==> src/rtl/vga_timing_pkg.sv <==
// Shared VGA timing constants and helpers, imported by the sync generator and the
// pixel generator so both agree on screen bounds.
package vga_timing_pkg;

   localparam int unsigned COORD_W = 10;

   localparam int unsigned H_DISP  = 640;
   localparam int unsigned H_FP    = 16;
   localparam int unsigned H_SYNC  = 96;
   localparam int unsigned H_BP    = 48;
   localparam int unsigned V_DISP  = 480;
   localparam int unsigned V_FP    = 10;
   localparam int unsigned V_SYNC  = 2;
   localparam int unsigned V_BP    = 33;

   localparam int unsigned H_TOTAL = H_DISP + H_FP + H_SYNC + H_BP;
   localparam int unsigned V_TOTAL = V_DISP + V_FP + V_SYNC + V_BP;

   typedef logic [COORD_W-1:0] coord_t;

   // Half-open range test; zero-extends so an upper bound of 1024 still works.
   function automatic logic in_range(coord_t v, int unsigned lo, int unsigned hi);
      return (32'(v) >= lo) && (32'(v) < hi);
   endfunction

endpackage

==> src/rtl/vga_sync_gen_if.sv <==
// Video timing bundle: scan position, sync levels and strobes from the sync generator.
interface vga_sync_gen_if;

   logic                   p_tick;
   vga_timing_pkg::coord_t pixel_x;
   vga_timing_pkg::coord_t pixel_y;
   logic                   video_on;
   logic                   hsync;
   logic                   vsync;
   logic                   refr_tick;

   modport master (
      output p_tick, pixel_x, pixel_y, video_on, hsync, vsync, refr_tick
   );

   modport slave (
      input p_tick, pixel_x, pixel_y, video_on, hsync, vsync, refr_tick
   );

endinterface

==> src/rtl/vga_sync_gen_pixel_tick_div.sv <==
// Mod-CLK_DIV clock divider producing the registered one-clk pixel tick.
module pixel_tick_div #(
   parameter int unsigned CLK_DIV = 4
) (
   input  logic clk,
   input  logic rst,
   output logic p_tick_o,
   output logic wrap_o
);

   localparam int unsigned CntW = (CLK_DIV > 1) ? $clog2(CLK_DIV) : 1;

   logic [CntW-1:0] cnt_q, cnt_d;
   logic            p_tick_q, p_tick_d;
   logic            wrap;

   always_comb begin
      wrap     = (cnt_q == CntW'(CLK_DIV - 1));
      cnt_d    = wrap ? '0 : cnt_q + CntW'(1);
      p_tick_d = wrap;
   end

   always_ff @(posedge clk or posedge rst) begin
      if (rst) begin
         cnt_q    <= '0;
         p_tick_q <= 1'b0;
      end else begin
         cnt_q    <= cnt_d;
         p_tick_q <= p_tick_d;
      end
   end

   assign p_tick_o = p_tick_q;
   assign wrap_o   = wrap;

endmodule

==> src/rtl/vga_sync_gen.sv <==
// VGA timing generator: pixel-rate divider, H/V scan counters and registered sync,
// blanking and per-frame refresh strobes.
module vga_sync_gen #(
   parameter int unsigned CLK_DIV  = 4,
   parameter int unsigned H_DISP   = vga_timing_pkg::H_DISP,
   parameter int unsigned H_FP     = vga_timing_pkg::H_FP,
   parameter int unsigned H_SYNC   = vga_timing_pkg::H_SYNC,
   parameter int unsigned H_BP     = vga_timing_pkg::H_BP,
   parameter int unsigned V_DISP   = vga_timing_pkg::V_DISP,
   parameter int unsigned V_FP     = vga_timing_pkg::V_FP,
   parameter int unsigned V_SYNC   = vga_timing_pkg::V_SYNC,
   parameter int unsigned V_BP     = vga_timing_pkg::V_BP,
   parameter bit          SYNC_ACT = 1'b0
) (
   input logic                  clk,
   input logic                  rst,
   vga_sync_gen_if.master       vga
);

   import vga_timing_pkg::*;

   localparam int unsigned H_TOT    = H_DISP + H_FP + H_SYNC + H_BP;
   localparam int unsigned V_TOT    = V_DISP + V_FP + V_SYNC + V_BP;
   localparam int unsigned HS_START = H_DISP + H_FP;
   localparam int unsigned HS_END   = HS_START + H_SYNC;
   localparam int unsigned VS_START = V_DISP + V_FP;
   localparam int unsigned VS_END   = VS_START + V_SYNC;

   if (H_TOT > (1 << COORD_W) || V_TOT > (1 << COORD_W) || CLK_DIV < 1) begin : g_bad_cfg
      $error("vga_sync_gen: timing does not fit the coordinate width or CLK_DIV < 1");
   end

   logic   adv;
   logic   p_tick;
   coord_t x_q, x_d, y_q, y_d;
   logic   vo_q, vo_d, hs_q, hs_d, vs_q, vs_d, rt_q, rt_d;

   pixel_tick_div #(
      .CLK_DIV (CLK_DIV)
   ) u_div (
      .clk      (clk),
      .rst      (rst),
      .p_tick_o (p_tick),
      .wrap_o   (adv)
   );

   // Counters step on the same edge that raises p_tick, so p_tick marks the first
   // clk of each new pixel; decodes use the next-state position to stay aligned.
   always_comb begin
      x_d = x_q;
      y_d = y_q;
      if (adv) begin
         if (x_q == coord_t'(H_TOT - 1)) begin
            x_d = '0;
            y_d = (y_q == coord_t'(V_TOT - 1)) ? '0 : y_q + coord_t'(1);
         end else begin
            x_d = x_q + coord_t'(1);
         end
      end
      vo_d = in_range(x_d, 0, H_DISP) && in_range(y_d, 0, V_DISP);
      hs_d = in_range(x_d, HS_START, HS_END) ? SYNC_ACT : ~SYNC_ACT;
      vs_d = in_range(y_d, VS_START, VS_END) ? SYNC_ACT : ~SYNC_ACT;
      rt_d = adv && (x_d == '0) && (32'(y_d) == V_DISP);
   end

   always_ff @(posedge clk or posedge rst) begin
      if (rst) begin
         x_q  <= '0;
         y_q  <= '0;
         vo_q <= 1'b1;
         hs_q <= ~SYNC_ACT;
         vs_q <= ~SYNC_ACT;
         rt_q <= 1'b0;
      end else begin
         x_q  <= x_d;
         y_q  <= y_d;
         vo_q <= vo_d;
         hs_q <= hs_d;
         vs_q <= vs_d;
         rt_q <= rt_d;
      end
   end

   assign vga.p_tick    = p_tick;
   assign vga.pixel_x   = x_q;
   assign vga.pixel_y   = y_q;
   assign vga.video_on  = vo_q;
   assign vga.hsync     = hs_q;
   assign vga.vsync     = vs_q;
   assign vga.refr_tick = rt_q;

endmodule

==> src/flat_wrapper.sv <==
// flat-port wrapper written by rule: the top's interface ports become plain ports
module vga_sync_gen_flat import vga_timing_pkg::*;
#(
   parameter int unsigned CLK_DIV  = 4,
   parameter int unsigned H_DISP   = vga_timing_pkg::H_DISP,
   parameter int unsigned H_FP     = vga_timing_pkg::H_FP,
   parameter int unsigned H_SYNC   = vga_timing_pkg::H_SYNC,
   parameter int unsigned H_BP     = vga_timing_pkg::H_BP,
   parameter int unsigned V_DISP   = vga_timing_pkg::V_DISP,
   parameter int unsigned V_FP     = vga_timing_pkg::V_FP,
   parameter int unsigned V_SYNC   = vga_timing_pkg::V_SYNC,
   parameter int unsigned V_BP     = vga_timing_pkg::V_BP,
   parameter bit          SYNC_ACT = 1'b0
)
  (clk, rst, vga_p_tick, vga_pixel_x, vga_pixel_y, vga_video_on, vga_hsync, vga_vsync, vga_refr_tick);
  vga_sync_gen_if vga_i ();
  input logic clk;
  input logic rst;
  output wire logic [$bits(vga_i.p_tick)-1:0] vga_p_tick;
  output wire logic [$bits(vga_i.pixel_x)-1:0] vga_pixel_x;
  output wire logic [$bits(vga_i.pixel_y)-1:0] vga_pixel_y;
  output wire logic [$bits(vga_i.video_on)-1:0] vga_video_on;
  output wire logic [$bits(vga_i.hsync)-1:0] vga_hsync;
  output wire logic [$bits(vga_i.vsync)-1:0] vga_vsync;
  output wire logic [$bits(vga_i.refr_tick)-1:0] vga_refr_tick;
  assign vga_p_tick = vga_i.p_tick;
  assign vga_pixel_x = vga_i.pixel_x;
  assign vga_pixel_y = vga_i.pixel_y;
  assign vga_video_on = vga_i.video_on;
  assign vga_hsync = vga_i.hsync;
  assign vga_vsync = vga_i.vsync;
  assign vga_refr_tick = vga_i.refr_tick;
  vga_sync_gen #(.CLK_DIV(CLK_DIV), .H_DISP(H_DISP), .H_FP(H_FP), .H_SYNC(H_SYNC), .H_BP(H_BP), .V_DISP(V_DISP), .V_FP(V_FP), .V_SYNC(V_SYNC), .V_BP(V_BP), .SYNC_ACT(SYNC_ACT)) u_core (.clk(clk), .rst(rst), .vga(vga_i));
endmodule
==> config.mk <==
export PLATFORM = sky130hd
export DESIGN_NAME = vga_sync_gen_flat
export DESIGN_NICKNAME = d
export VERILOG_FILES = /design/src/rtl/vga_timing_pkg.sv /design/src/rtl/vga_sync_gen_if.sv /design/src/rtl/vga_sync_gen_pixel_tick_div.sv /design/src/rtl/vga_sync_gen.sv /design/src/flat_wrapper.sv
export SDC_FILE = /design/constraint.sdc
export NUM_CORES = 1
export LEC_CHECK = 0
export ABC_AREA = 1
export CORE_ASPECT_RATIO = 0.8
export CORE_MARGIN = 2
export CORE_UTILIZATION = 27
export DETAILED_ROUTE_END_ITERATION = 16
export PLACE_DENSITY = 0.55
export SETUP_SLACK_MARGIN = 0.2
export SLEW_MARGIN = 20
export SYNTH_ARGS = -nofsm -noshare
export SYNTH_HDL_FRONTEND = slang
export SYNTH_SLANG_ARGS = --single-unit
==> constraint.sdc <==
create_clock -name clk -period 1.95 [get_ports clk]
set_clock_uncertainty 0.2 [all_clocks]
set_input_delay 0.39 -clock clk [delete_from_list [all_inputs] [get_ports clk]]
set_output_delay 0.39 -clock clk [all_outputs]
set_load 0.01 [all_outputs]
-- Word level (Yosys, flattened, before mapping)
Index checks and enable logic that the tools add are counted.
- $add $sub $neg: 3
- order comparisons: 6
- eq/ne operators: 4
- mux-type cells: 8
- reduce and logical (&&, ||, !) cells: 6
- operators with widths (cell ; number):
    2-to-1 mux 10 bit ; 5
    adder 10 x 1 -> 10 bit, second input constant ; 2
    == test 10 bit, second input constant ; 2
    less-than comparator 10 bit, second input constant ; 2
    less-than comparator 10 x 9 -> 1 bit, second input constant ; 2
    == test 10 x 9 -> 1 bit, second input constant ; 1
    greater-or-equal comparator 10 bit, second input constant ; 1
    greater-or-equal comparator 10 x 9 -> 1 bit, second input constant ; 1
    logical NOT 10 bit ; 1
    logical AND 1 bit ; 5
    adder 2 x 1 -> 2 bit, second input constant ; 1
    == test 2 bit, second input constant ; 1
    2-to-1 mux 1 bit ; 2
    2-to-1 mux 2 bit ; 1
- flip-flop bits (word level): 27
- bits of input ports: 2
- output and inout port bits: 25
- logic and storage cells: 35

-- Logic depth before layout (Yosys ltp)
Gate-level depths: netlist of the first run.
- word-level depth: 7
- depth in mapped cells: 14
- depth with buffers taken out: 14

-- Cells and area by module
A second synthesis of the first run with hierarchy kept.
- cell total of the unflattened synthesis: 235
- area, all modules: 1681.6 µm²
- modules (own cells, without submodules) (module ; instances ; cells each ; area each (µm²) ; seq. area each (µm²)):
    vga_sync_gen ; 1 ; 229 ; 1586.5 ; 604.3
    pixel_tick_div ; 1 ; 6 ; 95.1 ; 75.1

-- Worst setup path after synthesis of the first run
OpenSTA, ideal clock, no wires.
- kind: register to register
- start point: reg u_core.x_q[0] (netlist: u_core.vga.pixel_x[0])
- end point: reg u_core.rt_q (netlist: u_core.vga.refr_tick)
- setup time: 0.080 ns
- data arrival time: 1.520 ns
- data required time: 1.670 ns
- setup slack: 0.149 ns
- stages on the path, launching flop included: 12
- path buffers: 0
- period minus slack after synthesis: 1.801 ns
- cells stage by stage: dfrtp_1 -> ha_1 -> inv_1 -> nor2_1 -> nand2_1 -> nor2_2 -> nand3_1 -> nand3_1 -> nand2_1 -> nor2_1 -> nand2_1 -> nor3_2
- word-level cells in the longest chain between the ends: 6
- elaborated cells on any way between the ends: 10
- classes of those cells: add/sub: 1; eq/ne: 2; mux: 4; reduce/logical: 3
- RTL lines (element ; RTL line ; RTL):
    from (decl) ; vga_sync_gen.sv:35 ; coord_t x_q, x_d, y_q, y_d;
    from (signal assigned) ; vga_sync_gen.sv:68 ; x_q <= '0;
    from (signal assigned) ; vga_sync_gen.sv:75 ; x_q <= x_d;
    adder 10 x 1 -> 10 bit / == test 10 bit (equally long branches) ; vga_sync_gen.sv:57, vga_sync_gen.sv:53 ;
    2-to-1 mux 10 bit ; vga_sync_gen.sv:53 ; if (x_q == coord_t'(H_TOT - 1)) begin
    2-to-1 mux 10 bit ; vga_sync_gen.sv:52 ; if (adv) begin
    logical NOT 10 bit ; vga_sync_gen.sv:63 ; rt_d = adv && (x_d == '0) && (32'(y_d) == V_DISP);
    logical AND 1 bit ; vga_sync_gen.sv:63 ;
    logical AND 1 bit (*) ; vga_sync_gen.sv:63 ;
    via u_core.rt_d ; vga_sync_gen.sv:36 ; logic vo_q, vo_d, hs_q, hs_d, vs_q, vs_d, rt_q, rt_d;
    to (signal assigned) ; vga_sync_gen.sv:80 ; rt_q <= rt_d;
    to (decl) ; vga_sync_gen.sv:36 ;
Mark *: on every way through the listed nets, which the timed path passes. The rest lies on a longest branch.

-- Worst setup path after layout of the first run
- start point: reg u_core.y_q[1] (netlist: u_core.vga.pixel_y[1])
- end point: reg u_core.rt_q (netlist: u_core.vga.refr_tick)
- word-level cells in the longest chain between the ends: 6
- elaborated cells on any way between the ends: 7
- classes of those cells: add/sub: 1; eq/ne: 2; mux: 3; reduce/logical: 1
- RTL lines (element ; RTL line ; RTL):
    from (decl) ; vga_sync_gen.sv:35 ;
    from (signal assigned) ; vga_sync_gen.sv:76 ; y_q <= y_d;
    adder 10 x 1 -> 10 bit / == test 10 bit (equally long branches) ; vga_sync_gen.sv:55 ; y_d = (y_q == coord_t'(V_TOT - 1)) ? '0 : y_q + coord_t'(1);
    2-to-1 mux 10 bit ; vga_sync_gen.sv:55 ;
    2-to-1 mux 10 bit ; vga_sync_gen.sv:53 ;
    2-to-1 mux 10 bit (*) ; vga_sync_gen.sv:52 ;
    == test 10 x 9 -> 1 bit (*) ; vga_sync_gen.sv:63 ;
    logical AND 1 bit (*) ; vga_sync_gen.sv:63 ;
    via u_core.rt_d ; vga_sync_gen.sv:36 ;
Marked as above.

==> impl_metrics.json, run 1 <==
{
  "status": "finished, violations left",
  "violated_checks": "setup timing",
  "stdcell_area_um2": 2490,
  "synth_edf_count": 0,
  "synthDistinctLibCells": 21,
  "finish.net_count": 303,
  "critical_path.startpoint_type": "flip-flop",
  "tritoncts": "yes",
  "worstPathMaxFanout": 6,
  "floorplan.die_area_um2": 6631,
  "post_synthesis_cells": 232,
  "max-vdd-ir-drop_mv": 0.3284,
  "cts.reportedPaths.clkPinSlew_ns": 0.11,
  "worst-setup-path-type": "reg -> reg",
  "crit-reg2reg-launch": "u_core.vga.pixel_y[1]",
  "route.detailed.vias_per_inst": 4.329,
  "portBuffers": 26,
  "cell_chain_of_the_critical_path": "inv_1, ha_2, nand2_2, nor2_2, nand3_4, nand2_1, nand2_1, nand2_2, nand2_2, nor2_1, nand3_1, nor3_2",
  "drv.max_cap_violation_count": 0,
  "insertion_delay_ns": 0.28,
  "critPathArrivalTime_ns": 1.96,
  "dr.pass1.iters": 4,
  "detail_route.wirelength_um": 4552,
  "synth_flop_cell": "sky130_fd_sc_hd__dfrtp_1",
  "r2r_slack_ns": -0.0009,
  "critical_path.reg2reg.endpoint": "u_core.vga.refr_tick",
  "die_width_um": 90.55,
  "drive_gt1_share_pct": 38.85,
  "initial_core_util_pct": 27.66,
  "ys_warn_count": 0,
  "final_common_cell": "sky130_fd_sc_hd__nand2_1",
  "critical-path-top-cell-by-count": "sky130_fd_sc_hd__nand2_2",
  "worst_pin_slew_ns": 0.3572,
  "crit_required_ns": 1.96,
  "cts_num_sinks": 27,
  "flow.area_growth_from_synthesis_pct": 53.91,
  "grt_antenna_before_repair": 0,
  "powerDensity_nw_per_um2": 363.9,
  "detail_route.drc_violations": 0,
  "route.vias.total": 1632,
  "synth.ff_latch_count": 27,
  "placed_area_um2": 2063,
  "combined_area_of_the_multi_input_logic_cells_um2": 957.2,
  "power.static_leakage_uw": 0.001339,
  "cts_inserted_buffers": 3,
  "number_of_setup_violations_in_the_final_report": 1,
  "slowest_delay_ns": 0.44,
  "insertedDiodeCount": 0,
  "first_global_vias": 1504,
  "grt_first_pass_wirelength_um": 6989,
  "slew_headroom_pct": 76.19,
  "routedWlPerCell_um": 12.07,
  "cp.buffers_inverters": 1,
  "cts.htree.levels": 1,
  "core_um2": 5849,
  "totalNegativeSetupSlack_ns": -0.0008862,
  "n_fill_cell": 603,
  "gr-total-overflow": 0,
  "cpMaxStageDelayCell": "sky130_fd_sc_hd__dfrtp_1",
  "post-dp-hpwl_um": 3046,
  "cts-root-buf": "sky130_fd_sc_hd__clkbuf_8",
  "layout.core_utilization_pct": 42.57,
  "crit_path_end_kind": "flip-flop",
  "place_congestion": 0.8459,
  "drv_slew": 0,
  "syn-mean-instance-area_um2": 6.973,
  "grt_setup_unrepaired": "true",
  "globalRouteTotalUtil_pct": 13.38,
  "sequential_cell_area_um2": 681.9,
  "worstRegToRegCells": 12,
  "die_h_um": 73.24,
  "layout.cells.most_common_list": "sky130_fd_sc_hd__nand2_1, sky130_fd_sc_hd__inv_1, sky130_fd_sc_hd__buf_4",
  "row_count": 25,
  "yosysSeqAreaShare_pct": 42.00,
  "cts_hold_repair.buffers": 0,
  "synth.net_count": 238,
  "finalHoldViolations": 0,
  "crit_family": "simple AND/OR/NAND/NOR gates",
  "min_period_over_period_pct": 100.0,
  "synth.cell_area_um2": 1618,
  "post-route-worst-setup-slack_ns": -0.0008862,
  "fmax_mhz": 512.6,
  "drtIter0Drc": 55,
  "grt_start_max_net_pins": 28,
  "max-clock-path-buffers": 2,
  "ioPinCount": 27,
  "detail-route-antenna-nets": 0,
  "worst_hold_slack_ns": 0.2620,
  "post-route-min-period_ns": 1.951,
  "async_reset_ff_share_pct": 100.0,
  "holdCritPathClass": "in -> async"
}
==> repair_timing <==
action                                 in CTS  in global routing
buffers inserted                           12                 12
cloned                                      0                  1
setup endpoints to repair                  31                 10
gates resized for setup                    42                 60
endpoints found under the hold margin       0                  0
pin swaps                                  10                 23
==> logic make-up (layout without fill, tap and decap cells) <==
kind of cell	Yosys count	count (layout)	share of synthesized area (%)
AOI/OAI and AO/OA	10	10	3.093
xor gates and xnor gates	2	2	1.083
adders and majority gates	4	4	3.094
buffers and inverters	51	115	12.76
DFF	27	27	42.00
and+or+nand+nor	138	138	37.97
==> how the worst max path moves through the flow <==
stage,start,depth (start not counted),to,slack (ns)
6_report,u_core.vga.pixel_y[1],12,u_core.vga.refr_tick,-0.0009
5_1_grt,u_core.vga.pixel_y[0],12,u_core.vga.refr_tick,-0.08
4_1_cts,u_core.vga.pixel_x[7],10,u_core.vga.vsync,0.05
3_5_place_dp,u_core.vga.pixel_x[7],10,u_core.vga.vsync,-0.02
3_3_place_gp,u_core.vga.pixel_x[7],10,u_core.vga.vsync,-0.04
2_1_floorplan,u_core.vga.pixel_y[0],11,u_core.vga.refr_tick,0.18
==> layer usage <==
metal / part of all wire [%] / global-route usage [%]
met1: 49 / 18.78
met2: 45 / 21.31
met3: 5.4 / 3.202
met4: 0.83 / 2.564
met5: 0 / 0
==> state kept, by name (all words and copies together) (netlist names) <==
signal	cells
u_core.u_div.cnt_q	2
u_core.u_div.p_tick_o	1
u_core.vga.hsync	1
u_core.vga.pixel_x	10
u_core.vga.pixel_y	10
u_core.vga.refr_tick	1
u_core.vga.video_on	1
u_core.vga.vsync	1
==> power breakdown <==
| group | internal (uW) | leakage [uW] | total, uW | switching [uW] |
|---|---|---|---|---|
| Combinational | 3.21 | 0.000964 | 14.6 | 11.3 |
| Sequential | 560 | 0.000349 | 560 | 0 |
| Clock | 144 | 0.0000255 | 332 | 188 |
| Total | 707 | 0.00134 | 906 | 200 |
==> worst register-to-register path, delay by kind of cell, from the launching register on <==
kind / cells / cell delay (ns)
fa+ha+maj: 1 / 0.19
buf+inv: 1 / 0.08
flops: 1 / 0.44
simple gates: 10 / 0.98
==> synthesized netlist by cell type (2+ instances only) <==
cell	number	area (um^2)
sky130_fd_sc_hd__nand2_2	5	31.28
sky130_fd_sc_hd__inv_2	3	11.26
sky130_fd_sc_hd__dfrtp_1	24	600.6
sky130_fd_sc_hd__nand3_1	19	95.09
sky130_fd_sc_hd__nor3_2	2	20.02
sky130_fd_sc_hd__ha_1	4	50.05
sky130_fd_sc_hd__xor2_1	2	17.52
sky130_fd_sc_hd__nand2_1	69	259.0
sky130_fd_sc_hd__nor2_1	29	108.9
sky130_fd_sc_hd__nand4_1	6	37.54
sky130_fd_sc_hd__nor2_2	4	25.02
sky130_fd_sc_hd__inv_1	45	168.9
sky130_fd_sc_hd__nand3_2	2	20.02
sky130_fd_sc_hd__o21ai_1	2	10.01
sky130_fd_sc_hd__dfstp_2	3	78.83
sky130_fd_sc_hd__o21ai_0	7	35.03
sky130_fd_sc_hd__buf_6	2	22.52
==> final cells by class <==
cell class | instances | area share, %
tap | 81 | 4.070
clock buffer | 3 | 1.658
inverter | 48 | 7.236
sequential | 27 | 27.39
clock inverter | 1 | 0.2010
timing repair buffer | 63 | 21.01
multi-input combinational | 154 | 38.44
==> per-stage QoR <==
stage	power, uW	worst slack [ns]	instances
floorplan	578.8	0.1822	232
CTS	923.5	0.04663	364
finish	906.1	-0.0008862	377
detailed placement	586.5	-0.01874	348
global route	960.3	-0.08173	377
global placement	586.5	-0.03711	348
No activity file was read; power rests on OpenSTA's default activity.
==> run 2: changes to the inputs <==
--- a/config.mk
+++ b/config.mk
@@ -9,8 +9,9 @@
 export CORE_ASPECT_RATIO = 0.8
 export CORE_MARGIN = 2
 export CORE_UTILIZATION = 27
+export CTS_CLUSTER_SIZE = 30
 export DETAILED_ROUTE_END_ITERATION = 16
-export PLACE_DENSITY = 0.55
+export PLACE_DENSITY = 0.5
 export SETUP_SLACK_MARGIN = 0.2
 export SLEW_MARGIN = 20
 export SYNTH_ARGS = -nofsm -noshare
==> constraint.sdc (replaced) <==
create_clock -name clk -period 1.95 [get_ports clk]
set_clock_uncertainty 0.2 [all_clocks]
set_input_delay 0.195 -clock clk [delete_from_list [all_inputs] [get_ports clk]]
set_output_delay 0.195 -clock clk [all_outputs]
set_load 0.01 [all_outputs]
==> run 2 against run 1 <==
The run still ends with setup timing left. Design area grew 5.9%. Wire length grew 1.3%. Power is essentially flat. Sequential cell count is the same. Worst setup slack lost 0.055 ns. Maximum frequency shrank 2.7%. Die area is the same. Core utilization grew 2.5 points. Non-clock buffer count grew 8. Critical path type unchanged. Highest routed layer unchanged.
==> impl_metrics.json, run 2 (synthesis gave the netlist of run 1 again) <==
{
  "status": "finished, violations left",
  "violated_checks": "setup timing",
  "initial_core_util_pct": 27.66,
  "crit_required_ns": 1.96,
  "insertedDiodeCount": 0,
  "core_um2": 5849,
  "drive_gt1_share_pct": 43.09,
  "max-clock-path-buffers": 2,
  "globalRouteTotalUtil_pct": 13.72,
  "cts.htree.levels": 1,
  "holdCritPathClass": "in -> async",
  "drv_slew": 0,
  "worst_pin_slew_ns": 0.3519,
  "worst_setup_path_startpoint": "u_core.vga.pixel_y[1]",
  "detail_route.drc_violations": 0,
  "dp_slack_ns": -0.08233,
  "first_global_vias": 1530,
  "route.vias.total": 1643,
  "crit-reg2reg-launch": "u_core.vga.pixel_y[1]",
  "die_width_um": 90.55,
  "power.static_leakage_uw": 0.001371,
  "cts-root-buf": "sky130_fd_sc_hd__clkbuf_8",
  "die_h_um": 73.24,
  "routedWlPerCell_um": 11.98,
  "portBuffers": 26,
  "gr-total-overflow": 0,
  "flow.area_growth_from_synthesis_pct": 63.03,
  "cts_num_sinks": 27,
  "insertion_delay_ns": 0.28,
  "stdcell_area_um2": 2638,
  "drtIter0Drc": 74,
  "powerDensity_nw_per_um2": 343.7,
  "cts_inserted_buffers": 3,
  "fmax_mhz": 498.5,
  "detail_route.wirelength_um": 4613,
  "drv.max_cap_violation_count": 0,
  "floorplan.die_area_um2": 6631,
  "placed_area_um2": 2123,
  "critical_path.startpoint_type": "flip-flop",
  "post-route-min-period_ns": 2.006,
  "cts_hold_repair.buffers": 0,
  "min_period_over_period_pct": 102.9,
  "max-vdd-ir-drop_mv": 0.3192,
  "finalHoldViolations": 0,
  "row_count": 25,
  "grt_first_pass_wirelength_um": 7210,
  "cts.reportedPaths.clkPinSlew_ns": 0.10,
  "critPathArrivalTime_ns": 2.01,
  "post-route-worst-setup-slack_ns": -0.05593,
  "finish.net_count": 311,
  "layout.cells.most_common_list": "sky130_fd_sc_hd__nand2_1, sky130_fd_sc_hd__buf_4, sky130_fd_sc_hd__inv_1",
  "final_common_cell": "sky130_fd_sc_hd__nand2_1",
  "grt_setup_unrepaired": "true",
  "ioPinCount": 27,
  "number_of_setup_violations_in_the_final_report": 2,
  "post-dp-hpwl_um": 3136,
  "slew_headroom_pct": 76.54,
  "detail-route-antenna-nets": 0,
  "tritoncts": "yes",
  "crit_path_end_kind": "flip-flop",
  "worstPathMaxFanout": 4,
  "route.detailed.vias_per_inst": 4.268,
  "grt_antenna_before_repair": 0,
  "dr.pass1.iters": 4,
  "grt_start_max_net_pins": 28,
  "place_congestion": 0.8209,
  "worst-setup-path-type": "reg -> reg"
}
==> run 2: cell types whose count changed in the layout (fill, tap and decap cells not counted), sizes merged <==
cell           delta
buf               +6
clkdlybuf4s15     -3
clkbuf            -1
clkinvlp          +1
dlygate4sd2      -16
clkdlybuf4s50    +15
dlymetal6s2s      +7
clkinv            -1
==> run 2: layer usage <==
metal  global-route usage (%)  vias up  routed length (um)
met4                    3.248        0                  23
met2                    21.39       34                2150
li1                         -      848                   -
met3                    3.409        2                 175
met5                        0        -                   0
met1                    19.31      759                2264
==> run 2: worst paths after layout <==
| kind | end | slack, ns | depth (start not counted) |
|---|---|---|---|
| max | u_core.vga.refr_tick | -0.06 | 11 |
| min | u_core.u_div.p_tick_o | 0.07 | 3 |
| max reg2reg | u_core.vga.refr_tick | -0.06 | 11 |
| min reg2reg | u_core.u_div.cnt_q[1] | 0.34 | 1 |
| max in group asynchronous | u_core.vga.vsync | 1.18 | 3 |
| min in group clk | u_core.u_div.cnt_q[1] | 0.34 | 1 |
==> run 2: critical path, cell delays in order, from the launching register on <==
cell and delay, ns:
sky130_fd_sc_hd__dfrtp_1 0.45, sky130_fd_sc_hd__ha_2 0.22, sky130_fd_sc_hd__nand2_2 0.08, sky130_fd_sc_hd__nor2_4 0.12, sky130_fd_sc_hd__nand2_2 0.08, sky130_fd_sc_hd__nor2_2 0.13, sky130_fd_sc_hd__nand2_1 0.07, sky130_fd_sc_hd__nand2_1 0.09
sky130_fd_sc_hd__nand3_2 0.12, sky130_fd_sc_hd__nor2_4 0.13, sky130_fd_sc_hd__nand2_2 0.09, sky130_fd_sc_hd__nor3_2 0.17
==> run 2: repair_timing <==
action                                  in CTS  in global routing
pin swaps                                   23                 30
endpoints found under the setup margin       8                 21
buffers inserted                            11                 13
gates cloned                                 0                  1
hold endpoints to repair                     0                  0
resized for setup                           30                 62
==> run 2: layout make-up <==
| class | instances | area [um^2] |
|---|---|---|
| clock buffers | 3 | 41.29 |
| clock inverters | 1 | 7.507 |
| fillers | 602 | 3212 |
| inverters | 48 | 180.2 |
| multi-input cells | 154 | 977.2 |
| flip-flops and latches | 27 | 683.2 |
| well taps | 81 | 101.3 |
| repair buffers | 71 | 646.9 |
==> run 2: power by group <==
part / switching [uW] / internal, uW
Clock: 187 / 145
Sequential: 0 / 560
Combinational: 11.2 / 3.21
==> run 2: metrics by stage <==
step / hold slack (ns) / std cells / setup TNS (ns) / utilization (%) / total power, uW
final: 0.07126 / 385 / -0.06000 / 45.09 / 906.5
after global routing: 0.1438 / 385 / -0.3178 / 45.09 / 950.0
after CTS: 0.07776 / 371 / -0.009390 / 40.04 / 926.1
after detailed placement: 0.2853 / 356 / -0.1808 / 36.30 / 586.4
after global placement: 0.2555 / 356 / -0.07071 / 36.30 / 586.3
after floorplan: 0.04549 / 232 / 0 / - / 578.8
